### config.mk
export PLATFORM = sky130hd
export DESIGN_NAME = async_fifo
export DESIGN_NICKNAME = d
export VERILOG_FILES = /design/src/rtl/async_fifo.sv
export SDC_FILE = /design/constraint.sdc
export NUM_CORES = 1
export LEC_CHECK = 0
export BUFFER_PORTS_ARGS = -buffer_cell sky130_fd_sc_hd__buf_2
export CELL_PAD_IN_SITES_DETAIL_PLACEMENT = 1
export CELL_PAD_IN_SITES_GLOBAL_PLACEMENT = 2
export CORE_MARGIN = 3
export CORE_UTILIZATION = 50
export DETAILED_ROUTE_END_ITERATION = 6
export MAX_ROUTING_LAYER = met4
export PLACE_DENSITY_LB_ADDON = 0.12
export SLEW_MARGIN = 10
export SYNTH_ARGS = -nofsm -noshare
export SYNTH_HDL_FRONTEND = slang
export SYNTH_SLANG_ARGS = --single-unit
### constraint.sdc
create_clock -name clk -period 2.9 [get_ports clk]
set_clock_uncertainty 0.1 [all_clocks]
set_input_delay 0.58 -clock clk [delete_from_list [all_inputs] [get_ports clk]]
set_output_delay 0.58 -clock clk [all_outputs]
set_load 0.1 [all_outputs]
### src/rtl/async_fifo.sv
// ---------------------------------------------------------------------------
// async_fifo
// Single-clock FIFO buffer between a byte producer and a byte consumer in the
// I2C datapath. Read data and both status flags are registered. A write to a
// full FIFO or a read from an empty FIFO is dropped and leaves all state
// untouched.
//
// Parameters
//   DATA_WIDTH  width of din/dout in bits
//   DEPTH       number of entries (power of two, >= 2)
//
// Ports
//   clk    in   rising-edge clock for all state
//   rst_n  in   asynchronous active-low reset
//   wr_en  in   write request, accepted when the FIFO is not full
//   rd_en  in   read request, accepted when the FIFO is not empty
//   din    in   write data, captured with an accepted write
//   dout   out  read data register, updated by an accepted read
//   full   out  FIFO holds DEPTH entries
//   empty  out  FIFO holds no entries
// ---------------------------------------------------------------------------
module async_fifo #(
   parameter int DATA_WIDTH = 8,
   parameter int DEPTH      = 16
) (
   input  logic                  clk,
   input  logic                  rst_n,
   input  logic                  wr_en,
   input  logic                  rd_en,
   input  logic [DATA_WIDTH-1:0] din,
   output logic [DATA_WIDTH-1:0] dout,
   output logic                  full,
   output logic                  empty
);

   localparam int ADDR_W = $clog2(DEPTH);

   // Pointers carry one extra wrap bit so that full and empty can be told
   // apart when the index bits are equal.
   localparam logic [ADDR_W:0] PTR_ONE = (ADDR_W+1)'(1);

   logic [ADDR_W:0]         wr_ptr_q, wr_ptr_d;
   logic [ADDR_W:0]         rd_ptr_q, rd_ptr_d;
   logic [DATA_WIDTH-1:0]   dout_q, dout_d;
   logic                    full_q, full_d;
   logic                    empty_q, empty_d;
   logic [DATA_WIDTH-1:0]   mem_q [DEPTH];

   logic                    wr_accept;
   logic                    rd_accept;

   // Acceptance is judged on the registered flags, so a simultaneous
   // read/write on a full FIFO only reads, and on an empty FIFO only writes.
   assign wr_accept = wr_en && !full_q;
   assign rd_accept = rd_en && !empty_q;

   always_comb begin
      // NOTE: every combinational output gets a default first so that no
      // path leaves it unassigned, which would infer a latch.
      wr_ptr_d = wr_ptr_q;
      rd_ptr_d = rd_ptr_q;
      dout_d   = dout_q;

      if (wr_accept) begin
         wr_ptr_d = wr_ptr_q + PTR_ONE;
      end
      if (rd_accept) begin
         rd_ptr_d = rd_ptr_q + PTR_ONE;
         dout_d   = mem_q[rd_ptr_q[ADDR_W-1:0]];
      end

      // Flags come from the next-state pointers so they line up with the
      // pointer registers in the same cycle.
      empty_d = (wr_ptr_d == rd_ptr_d);
      full_d  = (wr_ptr_d[ADDR_W] != rd_ptr_d[ADDR_W]) &&
                (wr_ptr_d[ADDR_W-1:0] == rd_ptr_d[ADDR_W-1:0]);
   end

   // NOTE: sequential state is updated with non-blocking assignments so all
   // registers sample their inputs from the same pre-edge values.
   always_ff @(posedge clk or negedge rst_n) begin
      if (!rst_n) begin
         wr_ptr_q <= '0;
         rd_ptr_q <= '0;
         dout_q   <= '0;
         full_q   <= 1'b0;
         empty_q  <= 1'b1;
      end else begin
         wr_ptr_q <= wr_ptr_d;
         rd_ptr_q <= rd_ptr_d;
         dout_q   <= dout_d;
         full_q   <= full_d;
         empty_q  <= empty_d;
      end
   end

   // NOTE: the storage array is deliberately left out of reset; the
   // pointers alone define which entries are valid, and an unreset array
   // maps onto plain flops or RAM without a reset tree.
   always_ff @(posedge clk) begin
      if (wr_accept) begin
         mem_q[wr_ptr_q[ADDR_W-1:0]] <= din;
      end
   end

   assign dout  = dout_q;
   assign full  = full_q;
   assign empty = empty_q;

endmodule

==> metrics.cfg, run 1 <==
[yosys]
seq_area_frac_synth_pct=72.9
yosys_warnings=0
synth.top_cell.area_share_pct=64.5
synth_cells=332
synth.avg_cell_area_um2=18.0
ys_types=31
synth_top_cell_by_area=edfxtp_1
netlist_area_mm2=0.00596
synth_area_leaders=edfxtp_1, dfrtp_1, mux2i_1, mux4_1, mux4_2
synthArstFlopShare_pct=13.5
synth_seq_cells=148
synth_nets=349
yosys_most_used_dff=edfxtp_1
synth_edf_count=128

[timing]
worstMarginPinSlew_ps=692
period_needed_ps=2270
rsz0062_at_grt=false
report.final.setup_viol=0
holdWs_ps=411
final_max_slew_viol_count=0
maxSlewHeadroom_pct=53.9
hold_violations=0
finalCritPeriodShare_pct=78.2
clock.fmax_mhz=441
tns_ps=0
setup_ws_ps=632

[grt]
grt_max_degree=27
grt_pass1_wl_um=19700
grt_pass1_vias=3172
antenna_found_initial=0
grt.overflow.total=0
grt_usage_pct=22.1

[final_layout]
fin_area_mm2=0.00692
syn2layout_area_growth_pct=16.2
final_net_count=392
n_antenna_cell=0
drive_gt1_share_pct=22.9

[routing]
ant_nets=0
routed_wl_um=12900
wl_per_cell_um=24.4
first_pass_iters=4
first_iter_violations=225
drc_errors=0
viasPerCell=5.76
num_vias=3060

[clock_tree]
cts_tree=built
h-tree-depth=4
post-cts-setup-buffer-count=0
cts_resized=0
clkLatencyLatePin_ps=420
cts-root-buf=clkbuf_16
cts_sinks=148
cts_made_buffers=17
path_clk_slew_ps=60
hold_buffers=1
cts_max_path_buffers=2

[worst_setup_path]
cp.required_ps=3140
arrival_ps=2510
path_class=flip-flop to flip-flop
end_kind=flip-flop
r2r_setup_slack_ps=630
worst_setup_path_start_kind=flip-flop
reg2regPathDepth=6
r2r-end=full$_DFF_PN0_
crit_fanout=19
r2r_start=rd_ptr_q[0]$_DFF_PN0_

[floorplan]
start_util_pct=51.8
fp-row-count=39
core_mm2=0.0115
dieHeight_um=115
die_w_um=115
io_pins=22
fp.dieArea_mm2=0.0133

[placement]
postPlaceCellArea_mm2=0.00629
dp_slack_ps=533
io_buffers=21
hpwl_um=8310
place_congestion=0.770

[hold_path]
min_to=rd_ptr_q[4]$_DFF_PN0_
min_path_cells=2
min_from=rd_ptr_q[4]$_DFF_PN0_
hold_path_class=flip-flop to flip-flop

[power]
powerDensity_mw_per_mm2=1130
leakage_nw=2.52
vdd_drop_max_v=0.000470

[run_status]
status=completed

[flow_run]
drv_cap=0

-- worst max-delay path: stages, from the launching register on --
cell and delay, ps:
dfrtp_2 760, ha_1 280, nand3b_1 120, xnor2_1 250, xor2_1 110, or3_4 390
nor3b_2 180
-- worst max-delay path by stage --
stage / start / endpoint / slack [ps] / depth (start not counted)
after floorplan: full$_DFF_PN0_ / full$_DFF_PN0_ / 530 / 5
after global placement: rd_en / full$_DFF_PN0_ / 620 / 6
after detailed placement: wr_en / mem_q[12][0]$_DFFE_PP_ / 530 / 4
after CTS: rd_ptr_q[0]$_DFF_PN0_ / full$_DFF_PN0_ / 580 / 6
after global routing: rd_ptr_q[0]$_DFF_PN0_ / empty$_DFF_PN1_ / 420 / 6
final: rd_ptr_q[0]$_DFF_PN0_ / full$_DFF_PN0_ / 630 / 6
-- layout by cell type (no fill, tap or decap), drive strengths merged --
master       count
nand2b           4
nor2b            4
buf             41
inv              4
clkinv           8
o21ai            8
ha               5
dlygate4sd3      1
and3b            1
nand4            2
mux2i           32
xor2             6
nor3             5
nor2            13
dfstp            1
mux2            10
nand3           17
clkbuf          18
edfxtp         128
nand2           12
nor3b            1
a22oi           16
mux4            16
clkinvlp         1
or3              1
dfrtp           19
nand3b           2
xnor2            7
bufinv           5
-- power by group --
part | internal [mW] | switching [mW]
logic | 0.935 | 1.64
registers | 2.66 | 0.297
clock network | 1.50 | 0.802
-- per-stage QoR --
stage          utilization, %  power (mW)  cells
6_report                 60.1        7.84    531
5_1_grt                  60.1        8.21    531
4_1_cts                  60.1        7.91    531
3_5_place_dp             54.7        5.59    498
3_3_place_gp             54.7        5.53    498
2_1_floorplan               -        4.89    332
-- state kept, by name, summed over array words and instances, names as in the netlist --
register	cells
rd_ptr_q	5
wr_ptr_q	5
empty	1
full	1
mem_q	128
dout	8
-- cell type report --
cell class / instances / area (um^2)
clock buffer: 18 / 429
inverter: 4 / 15.0
clock inverter: 14 / 190
multi-input combinational: 162 / 1490
tap: 143 / 179
sequential: 148 / 4350
timing repair buffer: 42 / 278
fill: 1020 / 4590
-- layer usage --
layer	wire length [um]	global-route usage, %
met1	6020	30.8
met3	526	5.37
met2	6150	31.4
met5	0	-
met4	244	8.69
-- cells in the mapped netlist, types with 5 or more instances --
master,instances
mux4_1,8
dfrtp_1,19
xor2_1,6
nor2_1,13
ha_1,5
edfxtp_1,128
a22oi_1,16
mux4_2,8
o21ai_1,8
mux2i_1,32
buf_2,7
nand3_1,17
mux2_2,8
nand2_1,12
xnor2_1,7
-- logic make-up after synthesis --
group | after synthesis | synth area share (%)
adder cells (fa/ha/maj) | 5 | 1.05
buffers and inverters | 22 | 2.16
XOR/XNOR | 13 | 1.91
flip-flops | 148 | 72.9
AO/OA/AOI/OAI | 24 | 2.69
AND/OR/NAND/NOR | 62 | 5.35
multiplexers | 58 | 13.9
(Power assumes the default switching activity.)
==> inputs of run 2 (changes only) <==
--- a/config.mk
+++ b/config.mk
@@ -9,7 +9,7 @@
 export CELL_PAD_IN_SITES_DETAIL_PLACEMENT = 1
 export CELL_PAD_IN_SITES_GLOBAL_PLACEMENT = 2
 export CORE_MARGIN = 3
-export CORE_UTILIZATION = 50
+export CORE_UTILIZATION = 42
 export DETAILED_ROUTE_END_ITERATION = 6
 export MAX_ROUTING_LAYER = met4
 export PLACE_DENSITY_LB_ADDON = 0.12
==> constraint.sdc (replaced) <==
create_clock -name clk -period 1.96 [get_ports clk]
set_clock_uncertainty 0.1 [all_clocks]
set_input_delay 0.392 -clock clk [delete_from_list [all_inputs] [get_ports clk]]
set_output_delay 0.392 -clock clk [all_outputs]
set_load 0.1 [all_outputs]
==> metrics.cfg, run 2 (synthesis results as in run 1) <==
[final_layout]
final_common_cell=edfxtp_1
multi_input_area_mm2=0.00158
n_antenna_cell=0
fillers=1257
most-common-layout-cells=edfxtp_1, mux2i_1, buf_4
fin_cells=579
postLayoutCoreUtil_pct=52.8
syn2layout_area_growth_pct=20.1
fin_area_mm2=0.00716
register_area_mm2=0.00435
final_net_count=407
largest_register_ffs=128
drive_gt1_share_pct=33.3

[clock_tree]
cts_sinks=148
cts_tree=built
cts-root-buf=clkbuf_16
cts_max_path_buffers=2
path_clk_slew_ps=60
h-tree-depth=4
cts_made_buffers=17
clkLatencyLatePin_ps=420

[placement]
hpwl_um=8250
place_congestion=0.726
dp_cells=540
dp_slack_ps=21.7
postPlaceCellArea_mm2=0.00646
io_buffers=21

[power]
seqPwrFrac_pct=36.2
powerDensity_mw_per_mm2=1640
leakage_nw=2.60
switching_share_pct=35.0
p_sw_mw=4.12
total_power_mw=11.8
intPower_mw=7.64
pwr-share-comb_pct=38.1
power.share.clock_pct=25.7
vdd_drop_max_v=0.000934

[grt]
grt_pass1_wl_um=20100
grt_pass1_vias=3383
grt_usage_pct=18.0
antenna_found_initial=0
grt.overflow.total=0
grt_max_degree=30

[timing]
period_needed_ps=1960
report.final.setup_viol=0
tns_ps=0
rsz0062_at_grt=true
maxSlewHeadroom_pct=53.1
worstMarginPinSlew_ps=702
final_max_slew_viol_count=0
finalCritPeriodShare_pct=99.9
clock.fmax_mhz=511
holdWs_ps=254
hold_violations=0
setup_ws_ps=1.99

[worst_setup_path]
reg2regPathDepth=5
worst_setup_path_start_kind=flip-flop
cp-startpoint=rd_ptr_q[0]$_DFF_PN0_
crit_fanout=7
path_class=flip-flop to flip-flop
arrival_ps=2130
end_kind=flip-flop
cp.required_ps=2130
r2r_start=rd_ptr_q[0]$_DFF_PN0_
r2r-end=dout[6]$_DFFE_PN0P_
r2r_setup_slack_ps=2

[routing]
first_iter_violations=234
routed_wl_um=12900
viasPerCell=5.36
ant_nets=0
num_vias=3102
drc_errors=0
first_pass_iters=4
wl_per_cell_um=22.2

[hold_path]
min_to=mem_q[0][3]$_DFFE_PP_
min_path_cells=1
min_from=din[3]
hold_path_class=input pin to flip-flop

[run_status]
status=completed

[floorplan]
dieHeight_um=125
die_w_um=125
fp.dieArea_mm2=0.0157
start_util_pct=44.0
io_pins=22
core_mm2=0.0136
fp-row-count=42

[flow_run]
drv_cap=0

## run 2: cell count changes in the layout (fill, tap and decap cells not counted), sizes merged
cell      delta
buf         +14
clkbuf      +10
clkinv       -4
clkinvlp     -1
bufinv       -4
## run 2: layout make-up
type | instances | share of cell area (%)
Inverter | 4 | 0.210
Timing Repair Buffer | 57 | 6.19
Sequential cell | 148 | 60.8
Clock inverter | 5 | 0.699
Tap cell | 176 | 3.08
Multi-Input combinational cell | 162 | 22.0
Clock buffer | 27 | 7.02
## run 2: how the worst max path moves through the flow
stage	end	cells past startpoint
2_1_floorplan	full$_DFF_PN0_	6
3_3_place_gp	dout[1]$_DFFE_PN0P_	5
3_5_place_dp	dout[6]$_DFFE_PN0P_	5
4_1_cts	dout[6]$_DFFE_PN0P_	4
5_1_grt	dout[6]$_DFFE_PN0P_	5
6_report	dout[6]$_DFFE_PN0P_	5
## run 2: repair_timing
item / CTS / global route
pin swaps: 0 / 8
endpoints found under the setup margin: 1 / 10
hold buffers: 1 / 0
gates cloned: 0 / 1
setup buffers: 0 / 5
hold endpoints to repair: 19 / 0
resized for setup: 1 / 29
## run 2: critical path, cell delays in order, from the launching register on
cell and delay [ps]:
dfrtp_2 480, clkbuf_16 200, mux4_2 520, mux2_4 280, a22oi_2 120, o21ai_1 100
## run 2: per-layer routing
| metal | vias up | global-route usage [%] | routed length, um |
|---|---|---|---|
| met5 | - | - | 0 |
| met4 | 0 | 6.76 | 172 |
| met3 | 11 | 4.56 | 529 |
| met2 | 65 | 28.0 | 6550 |
| met1 | 1616 | 23.0 | 5610 |
| li1 | 1410 | - | - |
## run 2: power by group through the flow
stage	registers (mW)	logic (mW)	clock network, mW
after floorplan	4.91	2.36	0
after global placement	4.26	4.12	0
after detailed placement	4.28	4.14	0
after CTS	4.23	4.17	3.08
after global routing	4.31	4.85	3.24
final	4.26	4.48	3.02
==> inputs of run 3 (changes only) <==
--- a/config.mk
+++ b/config.mk
@@ -13,6 +13,7 @@
 export DETAILED_ROUTE_END_ITERATION = 6
 export MAX_ROUTING_LAYER = met4
 export PLACE_DENSITY_LB_ADDON = 0.12
+export RECOVER_POWER = 100
 export SLEW_MARGIN = 10
 export SYNTH_ARGS = -nofsm -noshare
 export SYNTH_HDL_FRONTEND = slang
==> metrics.cfg, run 3 (synthesis results as in run 1) <==
[run_status]
status=complete, but fails checks
failed_checks=setup timing

[clock_tree]
h-tree-depth=4
cts-root-buf=clkbuf_16
cts_made_buffers=17
cts_max_path_buffers=2
clkLatencyLatePin_ps=420
cts_tree=built
path_clk_slew_ps=60
cts_sinks=148

[floorplan]
start_util_pct=44.0
core_mm2=0.0136
fp-row-count=42
io_pins=22
fp.dieArea_mm2=0.0157
dieHeight_um=125
die_w_um=125

[timing]
report.final.setup_viol=1
rsz0062_at_grt=true
final_max_slew_viol_count=0
clock.fmax_mhz=510
hold_violations=0
finalCritPeriodShare_pct=100
period_needed_ps=1960
maxSlewHeadroom_pct=52.1
worstMarginPinSlew_ps=715
setup_ws_ps=-0.161

[final_layout]
syn2layout_area_growth_pct=20.0
postLayoutCoreUtil_pct=52.7
most-common-layout-cells=edfxtp_1, mux2i_1, buf_4
drive_gt1_share_pct=31.3
largest_register_ffs=128
n_antenna_cell=0
final_net_count=407
final_common_cell=edfxtp_1

[worst_setup_path]
max_stage_delay_ps=520
end_kind=flip-flop
crit_fanout=7
arrival_ps=2140
path_cells=clkbuf_16 -> mux4_2 -> mux2_4 -> a22oi_2 -> o21ai_1
worst_setup_path_start_kind=flip-flop
crit_slowest_cell=mux4_2
reg2regPathDepth=5
path_class=flip-flop to flip-flop
cp.required_ps=2140

[placement]
io_buffers=21
dp_slack_ps=21.7
place_congestion=0.726
hpwl_um=8250

[power]
switching_share_pct=35.1
seqPwrFrac_pct=36.2
leakage_nw=2.58
power.share.clock_pct=25.7
p_sw_mw=4.13
powerDensity_mw_per_mm2=1650
vdd_drop_max_v=0.000935
pwr-share-comb_pct=38.1
intPower_mw=7.64

[grt]
grt.overflow.total=0
grt_pass1_vias=3383
grt_max_degree=30
grt_pass1_wl_um=20100
grt_usage_pct=18.0
antenna_found_initial=0

[routing]
drc_errors=0
num_vias=3099
first_pass_iters=5
routed_wl_um=12900
wl_per_cell_um=22.3
first_iter_violations=257
viasPerCell=5.35
wl_met1_um=5720
dr_wl_met3_um=473
wl_met2_um=6480
ant_nets=0
maxUsedRoutingLayer=met4

[hold_path]
hold_path_class=input pin to flip-flop
min_path_cells=3

[flow_run]
drv_cap=0

run 3: changes by cell type in the layout (fill, tap and decap cells not counted), sizes merged:
cell,previous run,this run
clkbuf,28,36
buf,55,47
run 3: final cells by class:
| type | count | area [um^2] |
|---|---|---|
| clock inverters | 5 | 50.0 |
| inverters | 4 | 15.0 |
| multi-input cells | 162 | 1580 |
| flip-flops and latches | 148 | 4350 |
| clock buffers | 27 | 503 |
| fillers | 1262 | 6410 |
| well taps | 176 | 220 |
| repair buffers | 57 | 433 |
run 3: metrics by stage:
step	TNS, ps	hold slack (ps)	area, um^2	total power, mW	cells
2_1_floorplan	-379	-3.59	6000	7.28	332
3_3_place_gp	0	309	6460	8.38	540
3_5_place_dp	0	313	6460	8.42	540
4_1_cts	0	242	7030	11.5	573
5_1_grt	-201	282	7150	12.4	579
6_report	-0.161	268	7150	11.8	579
run 3: final timing paths:
| check | start | endpoint | slack, ps |
|---|---|---|---|
| min | rd_en | rd_ptr_q[2]$_DFF_PN0_ | 270 |
| min in group asynchronous | rst_n | wr_ptr_q[0]$_DFF_PN0_ | 390 |
| max reg2reg | rd_ptr_q[0]$_DFF_PN0_ | dout[6]$_DFFE_PN0P_ | -0.2 |
| max | rd_ptr_q[0]$_DFF_PN0_ | dout[6]$_DFFE_PN0P_ | -0.2 |
| max in group asynchronous | rst_n | rd_ptr_q[0]$_DFF_PN0_ | 960 |
| min reg2reg | rd_ptr_q[4]$_DFF_PN0_ | rd_ptr_q[4]$_DFF_PN0_ | 410 |
run 3: critical path: cells and delay by family, from the launching register on:
| family | cells | cell delay, ps |
|---|---|---|
| multiplexers | 2 | 800 |
| AO/OA/AOI/OAI | 2 | 220 |
| flip-flops | 1 | 480 |
| buffers and inverters | 1 | 200 |
run 3: layer usage:
metal	track usage (%)	up-vias
li1	-	1413
met2	28.0	59
met4	6.76	0
met1	23.0	1613
met5	-	-
met3	4.56	14
run 3: what timing repair did:
action | in CTS | in global routing
hold endpoints to repair | 19 | 0
setup buffers | 0 | 5
gates cloned | 0 | 1
setup endpoints to repair | 1 | 10
hold buffers | 1 | 0
gates resized for setup | 1 | 29
pin swaps | 0 | 8
run 3: power groups by stage:
stage	Sequential, mW	Clock (mW)	Combinational (mW)
after floorplan	4.91	0	2.36
after global placement	4.26	0	4.12
after detailed placement	4.28	0	4.14
after CTS	4.23	3.08	4.17
after global routing	4.31	3.24	4.85
final	4.26	3.02	4.49
